[src/rtl/ixc_mev_clk_sched.sv]
// ixc_mev_clk_sched: schedules per-domain clock toggles, enables and loop/hold
// controls for the multi-event clock generator, stalling on downstream feedback.
module ixc_mev_clk_sched #(
    parameter int NCLK = 2,
    parameter int DIVW = 8,
    parameter int STPW = 16
) (
    input  logic                 xclk,
    input  logic                 rstn,
    input  logic [NCLK*DIVW-1:0] cfg_half,
    input  logic [NCLK*DIVW-1:0] cfg_phase,
    input  logic [STPW-1:0]      cfg_steps,
    input  logic                 start,
    input  logic                 stop,
    input  logic                 hold_req,
    input  logic                 dn_active,
    input  logic                 dn_busy,
    output logic [NCLK-1:0]      clks,
    output logic [NCLK-1:0]      ens,
    output logic                 loop,
    output logic                 hold,
    output logic                 sched_busy,
    output logic                 step_done,
    output logic [STPW-1:0]      ev_count
);
    typedef enum logic [1:0] {S_IDLE, S_ARM, S_RUN, S_DRAIN} state_t;

    state_t                     r_state;
    state_t                     w_state_nx;
    logic [NCLK*DIVW-1:0]       r_half;
    logic [NCLK*DIVW-1:0]       r_phase;
    logic [STPW-1:0]            r_steps;
    logic [NCLK-1:0][DIVW-1:0]  r_cnt;
    logic [NCLK-1:0]            r_clks;
    logic [NCLK-1:0]            r_ens;
    logic                       r_loop;
    logic                       r_hold;
    logic                       r_done;
    logic                       r_stop_pend;
    logic [STPW-1:0]            r_ev;
    logic [NCLK-1:0]            w_tog;
    logic                       w_stall;
    logic                       w_dn;
    logic                       w_event;
    logic [STPW-1:0]            w_ev_inc;
    logic                       w_steps_hit;

    assign w_dn        = dn_active | dn_busy;
    assign w_stall     = hold_req | w_dn;
    assign w_event     = |w_tog;
    assign w_ev_inc    = (&r_ev) ? r_ev : r_ev + 1'b1;
    assign w_steps_hit = (r_steps != '0) && w_event && (w_ev_inc == r_steps);

    always_comb begin
        w_tog = '0;
        for (int i = 0; i < NCLK; i++)
            w_tog[i] = (r_state == S_RUN) && !w_stall && r_ens[i] && (r_cnt[i] == '0);
    end

    // An empty enable set still passes through RUN so the run terminates cleanly.
    always_comb begin
        w_state_nx = (r_state == S_IDLE) ? (start ? S_ARM : S_IDLE) :
                     (r_state == S_ARM)  ? S_RUN :
                     (r_state == S_RUN)  ? ((stop || r_stop_pend || w_steps_hit || ~|r_ens) ? S_DRAIN : S_RUN) :
                     (w_dn ? S_DRAIN : S_IDLE);
    end

    always_ff @(posedge xclk or negedge rstn) begin
        if (!rstn) begin
            r_state     <= S_IDLE;
            r_half      <= '0;
            r_phase     <= '0;
            r_steps     <= '0;
            r_cnt       <= '0;
            r_clks      <= '0;
            r_ens       <= '0;
            r_loop      <= 1'b0;
            r_hold      <= 1'b0;
            r_done      <= 1'b0;
            r_stop_pend <= 1'b0;
            r_ev        <= '0;
        end else begin
            r_state     <= w_state_nx;
            r_hold      <= (w_state_nx == S_DRAIN) || ((w_state_nx == S_RUN) && w_stall);
            r_done      <= (r_state == S_DRAIN) && !w_dn;
            r_stop_pend <= (r_state == S_ARM) && stop;
            case (r_state)
                S_IDLE: begin
                    if (start) begin
                        r_half  <= cfg_half;
                        r_phase <= cfg_phase;
                        r_steps <= cfg_steps;
                        r_ev    <= '0;
                    end
                end
                S_ARM: begin
                    for (int i = 0; i < NCLK; i++) begin
                        r_cnt[i] <= r_phase[i*DIVW +: DIVW];
                        r_ens[i] <= r_half[i*DIVW +: DIVW] != '0;
                        if (r_half[i*DIVW +: DIVW] == '0)
                            r_clks[i] <= 1'b0;
                    end
                    r_loop <= r_steps == '0;
                end
                S_RUN: begin
                    for (int i = 0; i < NCLK; i++) begin
                        if (!w_stall && r_ens[i]) begin
                            if (w_tog[i]) begin
                                r_clks[i] <= ~r_clks[i];
                                r_cnt[i]  <= r_half[i*DIVW +: DIVW] - 1'b1;
                            end else begin
                                r_cnt[i] <= r_cnt[i] - 1'b1;
                            end
                        end
                    end
                    if (w_event)
                        r_ev <= w_ev_inc;
                    if (w_state_nx == S_DRAIN) begin
                        r_ens  <= '0;
                        r_loop <= 1'b0;
                    end
                end
                default: ;
            endcase
        end
    end

    assign clks       = r_clks;
    assign ens        = r_ens;
    assign loop       = r_loop;
    assign hold       = r_hold;
    assign sched_busy = r_state != S_IDLE;
    assign step_done  = r_done;
    assign ev_count   = r_ev;
endmodule
[config.mk]
export PLATFORM = sky130hd
export DESIGN_NAME = ixc_mev_clk_sched
export DESIGN_NICKNAME = d
export VERILOG_FILES = /design/src/rtl/ixc_mev_clk_sched.sv
export SDC_FILE = /design/constraint.sdc
export NUM_CORES = 1
export LEC_CHECK = 0
export ABC_AREA = 1
export CORE_MARGIN = 3
export CORE_UTILIZATION = 40
export DETAILED_ROUTE_END_ITERATION = 10
export PLACE_DENSITY = 0.74
export SYNTH_ARGS = -nofsm -noshare
export SYNTH_HDL_FRONTEND = slang
export SYNTH_SLANG_ARGS = --single-unit
[constraint.sdc]
create_clock -name xclk -period 5.7 [get_ports xclk]
set_clock_uncertainty 0.05 [all_clocks]
set_input_delay 1.425 -clock xclk [delete_from_list [all_inputs] [get_ports xclk]]
set_output_delay 1.425 -clock xclk [all_outputs]
set_load 0.01 [all_outputs]
Word-level counts from Yosys, hierarchy flattened

Index checks and enable logic that the tools add are counted.

Reduce and logical (&&, ||, !) cells: 41
Bitwise gates (word level): 4
Equal/unequal tests: 15
Divide/modulo/power cells: 0
Multiply operators: 0
Magnitude comparators: 0
Shifts and indexed selects: 0
Muxes and demuxes: 26
Add/sub/neg operators: 5

Operators with widths:

| operator                                         | number |
|---|---|
| case mux 16 bit (2 select lines)                 | 2 |
| 2-to-1 mux 16 bit                                | 3 |
| logical NOT 8 bit                                | 4 |
| 2-to-1 mux 8 bit                                 | 4 |
| subtractor 8 x 1 -> 8 bit, second input constant | 4 |
| adder 16 x 1 -> 16 bit, second input constant    | 1 |
| equality test 16 bit                             | 1 |
| logical NOT 16 bit                               | 1 |
| AND reduction 16 bit                             | 1 |
| nonzero test 16 bit                              | 1 |
| nonzero test 8 bit                               | 2 |
| logical AND 1 bit                                | 12 |
| 2-to-1 mux 2 bit                                 | 5 |
| != test 2 x 1 -> 1 bit, second input constant    | 5 |
| 2-to-1 mux 1 bit                                 | 9 |
| equality test 2 bit, second input constant       | 4 |
| != test 2 bit, second input constant             | 4 |
| case mux 2 bit (2 select lines)                  | 2 |
| AND reduction 2 bit                              | 4 |
| AND reduction 4 bit                              | 2 |
| nonzero test 2 bit                               | 3 |
| logical OR 1 bit                                 | 4 |
| OR reduction 2 bit                               | 2 |
| logical NOT 1 bit                                | 3 |
| other kinds (6)                                  | 8 |

Output and inout port bits: 24
Word-level logic and storage cells: 105
Latch bits: 0
Bits in read-only memories: 0
Register bits: 90
RAM bits: 0
Bits of input ports: 55
Memories: 0

Depth between registers and ports, before layout

Word-level depth: 18
Mapped depth: 19
Gate-level depth less buffers: 19

Worst setup path after synthesis

OpenSTA, ideal clock, no wires.

Kind: input to register
Start: input dn_busy
End: register r_cnt[14] (netlist bit)
Stages: 12
Setup time: 131 ps
Required time: 5519 ps
Data arrival time: 2870 ps
Setup slack: 2649 ps
Buffers on the path: 0
Path through: nor2_1 > nand2_1 > nor2_2 > nand3_2 > o21ai_0 > inv_1 > ha_1 > nand3_1 > nor2_1 > xor2_1 > nor2_1 > o22ai_1

Longest elaborated chain between the ends: 9
Elaborated cells between the ends (all ways): 12
Those cells by class: eq/ne: 1; mux: 3; bitwise: 2; reduce/logical: 6

Ends and longest elaborated chain:

| what                             | RTL line | RTL |
|---|---|---|
| start, declared                  | 17       | `input logic dn_busy,` |
| OR 1 bit *                       | 48       | `assign w_dn = dn_active \| dn_busy;` |
| OR 1 bit *                       | 49       | `assign w_stall = hold_req \| w_dn;` |
| logical NOT 1 bit *              | 57, 107  |  |
| logical AND 1 bit (3 in series)  | 57       | `w_tog[i] = (r_state == S_RUN) && !w_stall && r_ens[i] && (r_cnt[i] == '0);` |
| 2-to-1 mux 8 bit                 | 108      | `if (w_tog[i]) begin` |
| 2-to-1 mux 8 bit                 | 107      | `if (!w_stall && r_ens[i]) begin` |
| case mux 16 bit (2 select lines) | 87       | `case (r_state)` |
| end signal, assigned by index    | 98       | `r_cnt[i] <= r_phase[i*DIVW +: DIVW];` |
| end signal, assigned by index    | 110      | `r_cnt[i] <= r_half[i*DIVW +: DIVW] - 1'b1;` |
| end signal, assigned by index    | 112      | `r_cnt[i] <= r_cnt[i] - 1'b1;` |
| end, declared                    | 33       | `logic [NCLK-1:0][DIVW-1:0] r_cnt;` |

Mark *: on every way between the ends. The rest lies on a longest branch, timed or not. The select of a mux whose other input is x is not followed.
A chain may end at the register's enable or synchronous reset.

Worst setup path in the final report

Start: input dn_busy
End: register r_ev[7], in the netlist ev_count[7]

Longest elaborated chain between the ends: 9
Elaborated cells between the ends (all ways): 11
Those cells by class: eq/ne: 1; bitwise: 2; reduce/logical: 8

Ends and longest elaborated chain:

| what                                   | RTL line | RTL |
|---|---|---|
| OR 1 bit *                             | 48       |  |
| OR 1 bit *                             | 49       |  |
| logical NOT 1 bit *                    | 57       |  |
| logical AND 1 bit *                    | 57       |  |
| logical AND 1 bit (2 in series)        | 57       |  |
| OR reduction 2 bit *                   | 50       | `assign w_event = \|w_tog;` |
| != test 2 bit (no source line) *       | n/a      |  |
| AND reduction 3 bit (no source line) * | n/a      |  |
| end signal, assigned                   | 117      | `r_ev <= w_ev_inc;` |
| end, declared                          | 40       | `logic [STPW-1:0] r_ev;` |

Mark *: on every way between the ends. The rest lies on a longest branch, timed or not.

==> results.md <==
- Starting density of the core: 41.63%
- Net Switching: 1153 µW
- Synth warn: 0
- All-Layer GR Usage: 18.74%
- Die footprint: 13,440 µm²
- CTS clk-pin slew, worst paths: around 0.060 ns
- Die width: 115.9 µm
- Count leader, synth: nand2_1
- Vias: 4,365
- Hold Crit Class: reg2reg
- Hold Vio Cnt, Final: 0
- Cell taking the most area after synthesis: dfrtp_1
- Root buffer cell: clkbuf_16
- Total grt overflow: 0
- Worst-path fanout max: 22
- Post-DP HPWL: 9081 µm
- Top cells by count, synth: 102 x nand2_1, 90 x dfrtp_1, 86 x inv_1, 86 x nor2_1, 47 x o21ai_0
- Setup TNS: 0 ns
- Vias in the first global route: 4,246
- CTS sink cnt: 90
- Initial antenna violation count: 0
- Layout cells sized above 1: 8.646%
- Worst setup path endpoint: ev_count[7]$_DFFE_PN0P_
- Clock power share: between 10% and 20%
- Rel. slew slack: 46.08%
- Synth Cell Area: 4835 µm²
- Worst slew pin tran: 0.8050 ns
- First-pass GRT wire length: approximately 20,000 µm
- Ys flop type: dfrtp_1
- DR iter-0 viols: 276
- RSZ-0062 raised after global routing: false
- Status: finished, final reports clean
- Crit path launch type: input port
- Layout area overhead: 23.96%
- Fin crit share: 69.23%
- I/O pin count: 79
- Sequential power share: 39.7%
- Post-synth ARST share: 100.0%
- Clk Latency, worst-skew pair: ~0.35 ns
- Core Box Area: 11,610 µm²
- Yosys reg bits: 90
- Switch share: 40.37%
- Comb pwr share: 41.0%
- Seq/Total Area, Yosys: 46.58%
- Min Hold Slack: about 0.46 ns
- Placed cells: 822
- Vias/cell: roughly 5.2
- Largest net degree at the start of global routing: 55
- Setup bufs post-CTS: 0
- Post-route ant nets: 0
- Std cell rows: 39
- Yosys cell types: 33
- Critical path capture point type: flip-flop
- Maximum clock insertion buffer count: 2
- Router iterations before antenna repair: 6
- H-tree Lvls: 3
- Max-cap violations: 0
- Req. time, crit path: about 5.8 ns
- Worst reg2reg endpoint: ev_count[7]$_DFFE_PN0P_
- Syn Area/Cell: 7.848 µm²
- Post-Route WL: 12,170 µm
- Max Clock Freq: ~0.25 GHz
- Post-synth EDFFs: 0
- Fin nets: 748
- Peak supply drop: 0.2198 mV
- Lkg Pwr: 0.002824 µW
- Post-CTS Hold Fix Bufs: 0
- Residual DRC: 0
- Synth top area cells: dfrtp_1 47%, nand2_1 7.9%, inv_1 6.7%
- Post-Synthesis Cells: 616
- Synth Net Count: 674
- CTS tree: yes
- PD cells: between 400 and 500 nW/µm²
- Die Ht: 115.9 µm
- Endpoints failing setup: 0
- Worst reg2reg path startpoint: r_state[0]$_DFF_PN0_
- GPL Wtd Cong: 0.8858
- Slew Viols, Final: 0
- Min cycle time layout: between 3 and 4 ns
- First element of the critical path: dn_busy
- Hold Path Depth: 1
- Cells on worst reg2reg path: 9
- Antenna Cells: 0
- I/O Buffers: 78
- Arrival @ worst endpoint: roughly 4 ns
- Critical path type: in2reg
- Finished Layout Cells: 837
- Post_cts resized: 0
- Synth top area share: 46.58%
- CTS Buf Count: 9
- WL/cell: around 15 µm
- Cell internal pwr: 1703 µW
- R2r setup slk: 2.71 ns
-- metal layers --
layer  track usage (%)  part of all wire, %
met1             23.48                   43
met2             32.30                   50
met3             4.073                  5.2
met4             6.032                  1.8
met5                 0                    0
-- worst max-delay path, stage by stage --
cell,delay [ns]
clkdlybuf4s50_1,0.49
nor2_1,0.07
nand2_1,0.13
nor2_1,0.09
nand2_2,0.15
inv_2,0.09
a31oi_1,0.61
nand2_1,0.67
nand3_1,0.25
o21ai_0,0.12
-- cells in the final DEF, fill, tap and decap left out, types with 4 or more instances in the layout --
| master | count |
|---|---|
| nor2_1 | 86 |
| nand4_1 | 10 |
| o22ai_1 | 9 |
| dfrtp_1 | 90 |
| o21ai_1 | 6 |
| inv_1 | 86 |
| o21ai_0 | 47 |
| nor3_1 | 5 |
| mux2_2 | 20 |
| clkdlybuf4s50_1 | 77 |
| nand2_2 | 9 |
| nand2_1 | 101 |
| o211ai_1 | 6 |
| inv_2 | 4 |
| clkbuf_16 | 9 |
| nor2_4 | 4 |
| nand3_1 | 41 |
| a21oi_1 | 45 |
| xor2_1 | 12 |
-- cell type report --
class,instances,area (µm²)
multi-input cells,418,2161
fillers,1133,5620
clock inverters,6,41.29
inverters,91,341.6
well taps,143,178.9
repair buffers,80,793.3
flip-flops and latches,90,2252
clock buffers,9,225.2
-- cells by family after synthesis --
| logic type | Yosys count | share of synthesized area (%) |
|---|---|---|
| compound gates | 116 | 12.68 |
| xor+xnor | 13 | 2.355 |
| fa+ha+maj | 3 | 0.7765 |
| buf+inv | 108 | 8.773 |
| flops | 90 | 46.58 |
| mux | 20 | 4.658 |
| simple gates | 266 | 24.17 |
-- stage by stage --
| step | util [%] | instance area (µm²) | power, µW | worst slack, ns |
|---|---|---|---|---|
| final | 51.61 | 5993 | 2857 | 1.754 |
| after global routing | 51.61 | 5993 | 3074 | 1.470 |
| after CTS | 51.61 | 5993 | 2866 | 1.809 |
| after detailed placement | 49.31 | 5727 | 2307 | 1.498 |
| after global placement | 49.31 | 5727 | 2260 | 1.698 |
| after floorplan | - | 4835 | 1887 | 2.649 |
-- flip-flops by register name (all words and copies together) (netlist names) --
signal and flops:
r_half 16, step_done 1, r_steps 16, loop 1, r_phase 16, hold 1, r_state 2, clks 2
ev_count 16, ens 2, r_stop_pend 1, r_cnt 16
-- power by group through the flow --
stage / Sequential (µW) / Clock (µW) / Combinational (µW)
floorplan: 1100 / 0 / 787
global placement: 1130 / 0 / 1130
detailed placement: 1140 / 0 / 1160
CTS: 1130 / 560 / 1170
global route: 1170 / 591 / 1320
finish: 1130 / 551 / 1170
-- worst min-delay path by stage --
stage | endpoint | from
2_1_floorplan | r_cnt[7]$_DFFE_PN0P_ | r_cnt[7]$_DFFE_PN0P_
3_3_place_gp | r_phase[2]$_DFFE_PN0P_ | r_phase[2]$_DFFE_PN0P_
3_5_place_dp | r_phase[8]$_DFFE_PN0P_ | r_phase[8]$_DFFE_PN0P_
4_1_cts | r_phase[8]$_DFFE_PN0P_ | r_phase[8]$_DFFE_PN0P_
5_1_grt | r_phase[7]$_DFFE_PN0P_ | r_phase[7]$_DFFE_PN0P_
6_report | r_phase[9]$_DFFE_PN0P_ | r_phase[9]$_DFFE_PN0P_
Note: power is estimated with default switching activity, not from simulation.
